--- src/rtl/tx_sched_pkg.sv ---
// Shared types and defaults for the TX path scheduler.
//   tx_mode_e        : encoding of the 2-bit path-select control input
//   tx_sched_state_e : scheduler FSM states (also exported on the debug bus)
//   TX_DW            : default data word width
//   TX_VEC_LEN       : default frame length in words
package tx_sched_pkg;

  typedef enum logic [1:0] {
    MODE_OFF = 2'b00,
    MODE_RAW = 2'b01,
    MODE_SM  = 2'b10,
    MODE_ILL = 2'b11
  } tx_mode_e;

  typedef enum logic [1:0] {
    S_IDLE     = 2'b00,
    S_RAW      = 2'b01,
    S_SM_FEED  = 2'b10,
    S_SM_DRAIN = 2'b11
  } tx_sched_state_e;

  localparam int TX_DW      = 16;
  localparam int TX_VEC_LEN = 8;

endpackage

--- src/rtl/tx_path_sched_if.sv ---
// Bundle of every signal the TX path scheduler exchanges with the TX FIFO
// read side, the softmax engine and the UART transmitter.
//
// Handshake semantics (all three sources are fall-through FIFO style):
//   data is valid whenever the matching *_empty is 0; a consumer requests a
//   word with *_rd_en; a pop happens on the rising clock edge where rd_en=1
//   and empty=0. A request against an empty source is a no-op.
//
// Modports:
//   master : the scheduler (drives pops toward the FIFO / softmax output and
//            presents sources toward the softmax input / UART)
//   slave  : the surrounding blocks / testbench
// Debug: dbg_state, dbg_mode and dbg_cnt mirror the scheduler registers.
interface tx_path_sched_if
  import tx_sched_pkg::*;
#(
  parameter int DW = TX_DW
);
  logic [1:0]      control;
  logic [DW-1:0]   fifo_data;
  logic            fifo_empty;
  logic            fifo_rd_en;
  logic [DW-1:0]   sm_in_data;
  logic            sm_in_empty;
  logic            sm_in_rd_en;
  logic [DW-1:0]   sm_out_data;
  logic            sm_out_empty;
  logic            sm_out_rd_en;
  logic [DW-1:0]   uart_data;
  logic            uart_empty;
  logic            uart_rd_en;
  logic            busy;
  logic            frame_done;
  logic            err_mode;
  tx_sched_state_e dbg_state;
  logic [1:0]      dbg_mode;
  logic [7:0]      dbg_cnt;

  modport master (
    input  control, fifo_data, fifo_empty, sm_in_rd_en,
           sm_out_data, sm_out_empty, uart_rd_en,
    output fifo_rd_en, sm_in_data, sm_in_empty, sm_out_rd_en,
           uart_data, uart_empty, busy, frame_done, err_mode,
           dbg_state, dbg_mode, dbg_cnt
  );

  modport slave (
    output control, fifo_data, fifo_empty, sm_in_rd_en,
           sm_out_data, sm_out_empty, uart_rd_en,
    input  fifo_rd_en, sm_in_data, sm_in_empty, sm_out_rd_en,
           uart_data, uart_empty, busy, frame_done, err_mode,
           dbg_state, dbg_mode, dbg_cnt
  );

endinterface

--- src/rtl/frame_counter.sv ---
// Word counter for one frame.
// Ports:
//   clk, rst : clock, asynchronous active-high reset
//   i_clr    : synchronous clear (held while the scheduler is idle)
//   i_inc    : one valid pop this cycle
//   o_cnt    : words popped so far in the current frame
//   o_last   : the next valid pop is the final word of the frame
// The counter returns to zero on the terminal pop instead of wrapping, so a
// one-word frame finishes on its single pop.
module frame_counter
  import tx_sched_pkg::*;
#(
  parameter int VEC_LEN = TX_VEC_LEN,
  parameter int CW      = $clog2(VEC_LEN + 1)
) (
  input  logic          clk,
  input  logic          rst,
  input  logic          i_clr,
  input  logic          i_inc,
  output logic [CW-1:0] o_cnt,
  output logic          o_last
);

  localparam logic [CW-1:0] LAST = CW'(VEC_LEN - 1);

  logic [CW-1:0] r_cnt;

  always_ff @(posedge clk or posedge rst) begin
    if (rst) begin
      r_cnt <= '0;
    end else if (i_clr) begin
      r_cnt <= '0;
    end else if (i_inc) begin
      r_cnt <= (r_cnt == LAST) ? '0 : r_cnt + 1'b1;
    end
  end

  assign o_cnt  = r_cnt;
  assign o_last = (r_cnt == LAST);

endmodule

--- src/rtl/tx_path_sched.sv ---
// TX path scheduler: owns the single TX FIFO read port and lends it, one
// fixed-length frame at a time, either straight to the UART (raw) or to the
// softmax engine, whose results are then forwarded to the UART.
// Ports:
//   clk, rst : clock, asynchronous active-high reset
//   bus      : tx_path_sched_if.master (control, FIFO read side, softmax
//              input/output sides, UART source side, status and debug)
// Path selection is sampled only in IDLE, so a frame is never split between
// paths; IDLE always lasts at least one cycle between frames.
module tx_path_sched
  import tx_sched_pkg::*;
#(
  parameter int VEC_LEN = TX_VEC_LEN,
  parameter int DW      = TX_DW
) (
  input  logic            clk,
  input  logic            rst,
  tx_path_sched_if.master bus
);

  localparam int CW = $clog2(VEC_LEN + 1);

  tx_sched_state_e r_state;
  tx_mode_e        r_mode_q;
  logic            r_frame_done;
  logic            r_err_mode;

  logic [CW-1:0]   w_cnt;
  logic            w_last;
  logic            w_pop;
  logic            w_fifo_rd_en;
  logic            w_sm_in_empty;
  logic            w_sm_out_rd_en;
  logic            w_uart_empty;
  logic [DW-1:0]   w_uart_data;

  frame_counter #(
    .VEC_LEN (VEC_LEN),
    .CW      (CW)
  ) u_cnt (
    .clk    (clk),
    .rst    (rst),
    .i_clr  (r_state == S_IDLE),
    .i_inc  (w_pop),
    .o_cnt  (w_cnt),
    .o_last (w_last)
  );

  // Routing is purely combinational from the state register. Every consumer
  // other than the one owning the current phase sees an empty source, which
  // is what keeps the FIFO from ever getting two pops in one cycle.
  always_comb begin
    w_fifo_rd_en   = 1'b0;
    w_sm_in_empty  = 1'b1;
    w_sm_out_rd_en = 1'b0;
    w_uart_empty   = 1'b1;
    w_uart_data    = bus.fifo_data;
    w_pop          = 1'b0;
    unique case (r_state)
      S_RAW: begin
        w_uart_empty = bus.fifo_empty;
        w_fifo_rd_en = bus.uart_rd_en & ~bus.fifo_empty;
        w_pop        = w_fifo_rd_en;
      end
      S_SM_FEED: begin
        w_sm_in_empty = bus.fifo_empty;
        w_fifo_rd_en  = bus.sm_in_rd_en & ~bus.fifo_empty;
        w_pop         = w_fifo_rd_en;
      end
      S_SM_DRAIN: begin
        w_uart_data    = bus.sm_out_data;
        w_uart_empty   = bus.sm_out_empty;
        w_sm_out_rd_en = bus.uart_rd_en & ~bus.sm_out_empty;
        w_pop          = w_sm_out_rd_en;
      end
      default: ;
    endcase
  end

  always_ff @(posedge clk or posedge rst) begin
    if (rst) begin
      r_state      <= S_IDLE;
      r_mode_q     <= MODE_OFF;
      r_frame_done <= 1'b0;
      r_err_mode   <= 1'b0;
    end else begin
      r_frame_done <= 1'b0;
      unique case (r_state)
        S_IDLE: begin
          unique case (tx_mode_e'(bus.control))
            MODE_RAW: begin
              r_mode_q <= MODE_RAW;
              r_state  <= S_RAW;
            end
            MODE_SM: begin
              r_mode_q <= MODE_SM;
              r_state  <= S_SM_FEED;
            end
            MODE_ILL: r_err_mode <= 1'b1;
            default: ;
          endcase
        end
        S_RAW: begin
          if (w_pop && w_last) begin
            r_frame_done <= 1'b1;
            r_state      <= S_IDLE;
          end
        end
        S_SM_FEED: begin
          // Feeding the engine is only half the frame: no frame_done here.
          if (w_pop && w_last) r_state <= S_SM_DRAIN;
        end
        S_SM_DRAIN: begin
          if (w_pop && w_last) begin
            r_frame_done <= 1'b1;
            r_state      <= S_IDLE;
          end
        end
        default: r_state <= S_IDLE;
      endcase
    end
  end

  assign bus.fifo_rd_en   = w_fifo_rd_en;
  assign bus.sm_in_data   = bus.fifo_data;
  assign bus.sm_in_empty  = w_sm_in_empty;
  assign bus.sm_out_rd_en = w_sm_out_rd_en;
  assign bus.uart_data    = w_uart_data;
  assign bus.uart_empty   = w_uart_empty;
  assign bus.busy         = (r_state != S_IDLE);
  assign bus.frame_done   = r_frame_done;
  assign bus.err_mode     = r_err_mode;
  assign bus.dbg_state    = r_state;
  assign bus.dbg_mode     = r_mode_q;
  assign bus.dbg_cnt      = 8'(w_cnt);

endmodule

--- src/flat_wrapper.sv ---
// flat-port wrapper written by rule: the top's interface ports become plain ports
module tx_path_sched_flat import tx_sched_pkg::*;
#(
  parameter int VEC_LEN = TX_VEC_LEN,
  parameter int DW      = TX_DW
)
  (clk, rst, bus_control, bus_fifo_data, bus_fifo_empty, bus_sm_in_rd_en, bus_sm_out_data, bus_sm_out_empty, bus_uart_rd_en, bus_fifo_rd_en, bus_sm_in_data, bus_sm_in_empty, bus_sm_out_rd_en, bus_uart_data, bus_uart_empty, bus_busy, bus_frame_done, bus_err_mode, bus_dbg_state, bus_dbg_mode, bus_dbg_cnt);
  tx_path_sched_if #(.DW(DW)) bus_i ();
  input  logic clk;
  input  logic rst;
  input wire logic [$bits(bus_i.control)-1:0] bus_control;
  input wire logic [$bits(bus_i.fifo_data)-1:0] bus_fifo_data;
  input wire logic [$bits(bus_i.fifo_empty)-1:0] bus_fifo_empty;
  input wire logic [$bits(bus_i.sm_in_rd_en)-1:0] bus_sm_in_rd_en;
  input wire logic [$bits(bus_i.sm_out_data)-1:0] bus_sm_out_data;
  input wire logic [$bits(bus_i.sm_out_empty)-1:0] bus_sm_out_empty;
  input wire logic [$bits(bus_i.uart_rd_en)-1:0] bus_uart_rd_en;
  output wire logic [$bits(bus_i.fifo_rd_en)-1:0] bus_fifo_rd_en;
  output wire logic [$bits(bus_i.sm_in_data)-1:0] bus_sm_in_data;
  output wire logic [$bits(bus_i.sm_in_empty)-1:0] bus_sm_in_empty;
  output wire logic [$bits(bus_i.sm_out_rd_en)-1:0] bus_sm_out_rd_en;
  output wire logic [$bits(bus_i.uart_data)-1:0] bus_uart_data;
  output wire logic [$bits(bus_i.uart_empty)-1:0] bus_uart_empty;
  output wire logic [$bits(bus_i.busy)-1:0] bus_busy;
  output wire logic [$bits(bus_i.frame_done)-1:0] bus_frame_done;
  output wire logic [$bits(bus_i.err_mode)-1:0] bus_err_mode;
  output wire logic [$bits(bus_i.dbg_state)-1:0] bus_dbg_state;
  output wire logic [$bits(bus_i.dbg_mode)-1:0] bus_dbg_mode;
  output wire logic [$bits(bus_i.dbg_cnt)-1:0] bus_dbg_cnt;
  assign bus_i.control = bus_control;
  assign bus_i.fifo_data = bus_fifo_data;
  assign bus_i.fifo_empty = bus_fifo_empty;
  assign bus_i.sm_in_rd_en = bus_sm_in_rd_en;
  assign bus_i.sm_out_data = bus_sm_out_data;
  assign bus_i.sm_out_empty = bus_sm_out_empty;
  assign bus_i.uart_rd_en = bus_uart_rd_en;
  assign bus_fifo_rd_en = bus_i.fifo_rd_en;
  assign bus_sm_in_data = bus_i.sm_in_data;
  assign bus_sm_in_empty = bus_i.sm_in_empty;
  assign bus_sm_out_rd_en = bus_i.sm_out_rd_en;
  assign bus_uart_data = bus_i.uart_data;
  assign bus_uart_empty = bus_i.uart_empty;
  assign bus_busy = bus_i.busy;
  assign bus_frame_done = bus_i.frame_done;
  assign bus_err_mode = bus_i.err_mode;
  assign bus_dbg_state = bus_i.dbg_state;
  assign bus_dbg_mode = bus_i.dbg_mode;
  assign bus_dbg_cnt = bus_i.dbg_cnt;
  tx_path_sched #(.VEC_LEN(VEC_LEN), .DW(DW)) u_core (.clk(clk), .rst(rst), .bus(bus_i));
endmodule
--- config.mk ---
export PLATFORM = sky130hd
export DESIGN_NAME = tx_path_sched_flat
export DESIGN_NICKNAME = d
export VERILOG_FILES = /design/src/rtl/tx_sched_pkg.sv /design/src/rtl/tx_path_sched_if.sv /design/src/rtl/frame_counter.sv /design/src/rtl/tx_path_sched.sv /design/src/flat_wrapper.sv
export SDC_FILE = /design/constraint.sdc
export NUM_CORES = 1
export LEC_CHECK = 0
export BUFFER_PORTS_ARGS = -buffer_cell sky130_fd_sc_hd__buf_2
export CAP_MARGIN = 15
export CORE_UTILIZATION = 41
export DETAILED_ROUTE_END_ITERATION = 6
export PLACE_DENSITY = 0.82
export SLEW_MARGIN = 20
export SYNTH_ARGS = -nofsm -noshare
export SYNTH_HDL_FRONTEND = slang
export SYNTH_HIERARCHICAL = 1
export SYNTH_SLANG_ARGS = --single-unit
export TNS_END_PERCENT = 100
--- constraint.sdc ---
create_clock -name clk -period 5.4 [get_ports clk]
set_clock_uncertainty 0.2 [all_clocks]
set_input_delay 0.54 -clock clk [delete_from_list [all_inputs] [get_ports clk]]
set_output_delay 0.54 -clock clk [all_outputs]
set_load 0.01 [all_outputs]
## Word-level counts from Yosys, hierarchy flattened

Cells that the tools add are included.

- Bits in registers: 10
- Output and inout bits: 51
- Logic and storage cells: 45
- Bits of input ports: 40

- Eq/ne operators: 10
- Reductions and logical operators: 9
- $add $sub $neg: 1
- Muxes and demuxes: 15
- Bitwise gates (word level): 5

Operators with widths:

| cell | number |
|---|---|
| $mux W16 | 1 |
| $mux W4 | 3 |
| $eq A2 B2 Y1 const B | 4 |
| $pmux W2 S3 | 1 |
| $reduce_bool A2 Y1 | 3 |
| $add A4 B1 Y4 const B | 1 |
| $eq A2 B1 Y1 const B | 2 |
| $eq A4 B3 Y1 const B | 1 |
| $mux W1 | 4 |
| $mux W2 | 2 |
| $ne A2 B1 Y1 const B | 2 |
| $pmux W1 S2 | 2 |
| $pmux W2 S2 | 1 |
| $reduce_and A2 Y1 | 2 |
| $and A1 B1 Y1 | 3 |
| $ne A3 B1 Y1 const B | 1 |
| $pmux W1 S3 | 1 |
| $reduce_and A3 Y1 | 1 |
| $logic_not A2 Y1 | 1 |
| $not A1 Y1 | 2 |
| $reduce_or A2 Y1 | 1 |
| $logic_and A1 B1 Y1 | 1 |

## Depth between registers and ports, before layout

- Depth in word-level cells: 6
- Mapped depth: 6
- Depth with buffers taken out: 6

## Hierarchy

Netlist, hierarchy kept.

By module, submodules not included:

| module | sequential area each (um^2) | cells an instance | area an instance (um^2) | instances |
|---|---|---|---|---|
| tx_path_sched | 150.1 | 94 | 865.8 | 1 |
| frame_counter | 100.1 | 19 | 211.5 | 1 |

## Least setup slack after synthesis

OpenSTA, ideal clock, no wires.

- Path type: register to register
- From: register u_core.r_state[0], in the netlist u_core/bus.dbg_state[0]
- To: register u_core.u_cnt.r_cnt[0], in the netlist u_core/u_cnt/o_cnt[0]
- Stages on the path, launching flop included: 7
- Setup slack: 3.379 ns
- Required time: 5.118 ns
- Arrival time: 1.738 ns
- Period minus slack after synthesis: 2.021 ns
- Cell sequence: dfrtp_1 inv_1 ha_1 a22oi_2 o31ai_4 or3b_1 o22ai_1

- Longest elaborated chain between the ends: 3
- Elaborated cells between the ends (all ways): 7
- Classes of those cells: eq/ne (3); mux (2); reduce/logical (2)

RTL lines:

| what | line | RTL |
|---|---|---|
| start, declared | tx_path_sched.sv:23 | `tx_sched_state_e r_state;` |
| start signal, assigned | tx_path_sched.sv:82 | `r_state <= S_IDLE;` |
| start signal, assigned | tx_path_sched.sv:93 | `r_state <= S_RAW;` |
| start signal, assigned | tx_path_sched.sv:97 | `r_state <= S_SM_FEED;` |
| $eq A2 B2 Y1 / $eq A2 B1 Y1 (equally long branches) | tx_path_sched.sv:59 | `unique case (r_state)` |
| $pmux W1 S3 * | tx_path_sched.sv:59 |  |
| net u_core.w_pop | tx_path_sched.sv:30 | `logic w_pop;` |
| $reduce_bool A2 Y1 (no source line) * | - |  |
| end signal, assigned | frame_counter.sv:34 | `r_cnt <= (r_cnt == LAST) ? '0 : r_cnt + 1'b1;` |
| end, declared | frame_counter.sv:26 | `logic [CW-1:0] r_cnt;` |

Mark *: on every way through the listed nets, which the timed path passes. The rest lies on a longest branch.
A chain may end at the register's enable or synchronous reset.

## Worst setup path in the final report

- From: register u_core.r_state[1], in the netlist u_core/bus.dbg_state[1]
- To: output port bus_uart_data[4]

- Longest elaborated chain between the ends: 2

RTL lines:

| what | line | RTL |
|---|---|---|
| $eq A2 B2 Y1 | tx_path_sched.sv:59 |  |
| $mux W16 | tx_path_sched.sv:59 |  |
| end, declared | flat_wrapper.sv:22 | `output wire logic [$bits(bus_i.uart_data)-1:0] bus_uart_data;` |

Every way passes these cells.

==> flow_metrics.env <==
export IMPL_hold_class="reg -> reg"
export IMPL_crit_chain="ha_1, mux2_2, buf_2"
export IMPL_placed_cell_area_sq_um=1400
export IMPL_ys_flop_type="dfrtp_1"
export IMPL_leakage_uw=0.000807
export IMPL_antenna_found_initial=0
export IMPL_ant_nets=0
export IMPL_r2r_start="u_core/bus.dbg_state[1]$_DFFE_PP0P_"
export IMPL_synth_area_sq_um=1080
export IMPL_die_h_um=53.3
export IMPL_fin_crit_sh_pct=51.0
export IMPL_startpoint="u_core/bus.dbg_state[1]$_DFFE_PP0P_"
export IMPL_ys_ff_latch=10
export IMPL_synth_top_area_share_pct=23.2
export IMPL_grt_max_degree=24
export IMPL_hold_viol_final=0
export IMPL_relSlewSlack_pct=42.0
export IMPL_die_area_sq_um=2840
export IMPL_clockRootBuffer="clkbuf_4"
export IMPL_status="completed"
export IMPL_hold_start="u_core/bus.err_mode$_DFFE_PP0P_"
export IMPL_drt_initial_drc_count=4
export IMPL_gp_congestion=0.718
export IMPL_chipWidth_um=53.3
export IMPL_critPathMaxFanout=23
export IMPL_cts_buffer_depth=2
export IMPL_path_clk_slew_ns=0.06
export IMPL_cellPowerDensity_nw_per_um2=453
export IMPL_endpoint_kind="primary output"
export IMPL_worstSetupPathType="reg -> out"
export IMPL_synth_warnings=6
export IMPL_vias=1043
export IMPL_cts_sinks=10
export IMPL_post_cts_buffers=0
export IMPL_critPathTopFamily="adder cells"
export IMPL_startpoint_type="flop"
export IMPL_slew_violations=0
export IMPL_reg2reg_depth=5
export IMPL_setup_slack_ns=2.65
export IMPL_arrival_ns=2.01
export IMPL_syn_to_final_growth_pct=33.9
export IMPL_synth_edf_count=0
export IMPL_io_pins=91
export IMPL_grt_total_usage_pct=17.1
export IMPL_drc=0
export IMPL_cts_buffers=3
export IMPL_timing_rr_end="u_core/u_cnt/o_cnt[0]$_DFFE_PP0P_"
export IMPL_tightest_slew_ns=0.871
export IMPL_syn_instance_count=113
export IMPL_fmax_ghz=0.363
export IMPL_setup_tns_final_ns=0
export IMPL_antenna_cells=0
export IMPL_dpl_hpwl_mm=2.09
export IMPL_crit_required_ns=4.66
export IMPL_slowest_stage="ha_1"
export IMPL_placed_cells=210
export IMPL_finalCriticalPeriod_ns=2.75
export IMPL_htree_levels=1
export IMPL_grt_pass1_vias=856
export IMPL_grt_ovfl_total=0
export IMPL_drt_total_wl_mm=2.40
export IMPL_via_per_inst=4.85
export IMPL_rows=18
export IMPL_dp_slack_ns=2.90
export IMPL_path_depth=3
export IMPL_synth_area_per_cell_sq_um=9.53
export IMPL_io_buffers=86
export IMPL_start_util_pct=43.5
export IMPL_clk_latency_ns=0.26
export IMPL_instances_no_fill=215
export IMPL_fin_area_sq_um=1440
export IMPL_cp_endpoint="bus_uart_data[4]"
export IMPL_finalSetupViolations=0
export IMPL_synth_most_common_cell="buf_4"
export IMPL_drive_gt1_share_pct=61.1
export IMPL_rsz0062_at_grt="no"
export IMPL_r2r_slack_ns=2.95
export IMPL_core_sq_um=2480
export IMPL_yosys_area_top_type="dfrtp_1"
export IMPL_vdd_drop_max_mv=0.273
export IMPL_cap_violations=0
export IMPL_wl_per_cell_um=11.2
export IMPL_synthTopCellsByCount="buf_4 (20), mux2_2 (19), dfrtp_1 (10)"
export IMPL_cp_slowest_stage_delay_ns=0.76
export IMPL_finalNetCount=235
export IMPL_synthArstFlopShare_pct=100
export IMPL_yosysUniqueCellTypes=36
export IMPL_seq_area_frac_synth_pct=23.2
export IMPL_cts_tree="built"
export IMPL_synth_area_leaders="dfrtp_1 (23%), mux2_2 (20%), buf_4 (14%)"
export IMPL_grt_pass1_wl_mm=3.50
export IMPL_crit_buf_inv=1
export IMPL_firstDrtPassIters=3
==> metrics by stage <==
step | util [%] | hold slack [ns] | total power (uW)
2_1_floorplan | - | 0.106 | 462
3_3_place_gp | 56.4 | 0.239 | 586
3_5_place_dp | 56.4 | 0.240 | 595
4_1_cts | 58.2 | 0.272 | 665
5_1_grt | 58.2 | 0.308 | 712
6_report | 58.2 | 0.266 | 653
==> report_power, final <==
| part | switching, uW | leakage [uW] | internal (uW) |
|---|---|---|---|
| combinational | 225 | 0.000665 | 226 |
| clock | 24.7 | 0.0000210 | 40.9 |
| sequential | 28.0 | 0.000122 | 108 |
| total | 278 | 0.000807 | 375 |
==> cell families after synthesis <==
logic type	share of synthesized area (%)
fa+ha+maj	10.5
compound gates	10.2
mux	21.8
flops	23.2
buf+inv	17.3
simple gates	16.6
other cells	0.348
==> state kept, by name (all words and copies together) (netlist names) <==
signal / count
u_core/u_cnt/o_cnt: 4
u_core/bus.dbg_mode: 2
u_core/bus.dbg_state: 2
u_core/bus.err_mode: 1
u_core/bus.frame_done: 1
==> cell type report <==
class / count / area (sq um)
Fill cell: 254 / 1030
Multi-Input combinational cell: 77 / 652
Timing Repair Buffer: 87 / 440
Sequential cell: 10 / 250
Tap cell: 30 / 37.5
Clock buffer: 4 / 36.3
Inverter: 7 / 26.3
==> worst min path at each step <==
| stage | to | slack (ns) | depth (start not counted) |
|---|---|---|---|
| 2_1_floorplan | u_core/u_cnt/o_cnt[0]$_DFFE_PP0P_ | 0.11 | 1 |
| 3_3_place_gp | u_core/u_cnt/o_cnt[0]$_DFFE_PP0P_ | 0.24 | 2 |
| 3_5_place_dp | u_core/u_cnt/o_cnt[1]$_DFFE_PP0P_ | 0.24 | 2 |
| 4_1_cts | u_core/bus.err_mode$_DFFE_PP0P_ | 0.27 | 1 |
| 5_1_grt | u_core/bus.err_mode$_DFFE_PP0P_ | 0.31 | 1 |
| 6_report | u_core/bus.err_mode$_DFFE_PP0P_ | 0.27 | 1 |
==> layer usage <==
metal | routed length (um) | vias to the layer above | GRT usage, % | share of wire, %
met1 | 936 | 476 | 17.4 | 39
met2 | 1250 | 46 | 33.5 | 52
li1 | - | 519 | - | -
met3 | 199 | 2 | 2.01 | 8.3
met4 | 15 | 0 | 7.89 | 0.63
met5 | 0 | - | 0 | 0
==> layout by cell type, fill, tap and decap left out, drive strengths merged, types with 2 or more instances in the layout <==
cell type	count
o22ai	2
a22oi	2
or3	2
mux2	20
nor2b	2
nand2	7
or3b	2
inv	7
ha	9
clkbuf	4
buf	86
conb	4
nand2b	2
nor2	4
nor3	2
dfrtp	10
o21ai	2
and3b	2
==> repair_timing <==
action,CTS,global route
resized for setup,0,0
endpoints found under the hold margin,10,0
hold buffers,1,0
(Power assumes the default switching activity.)
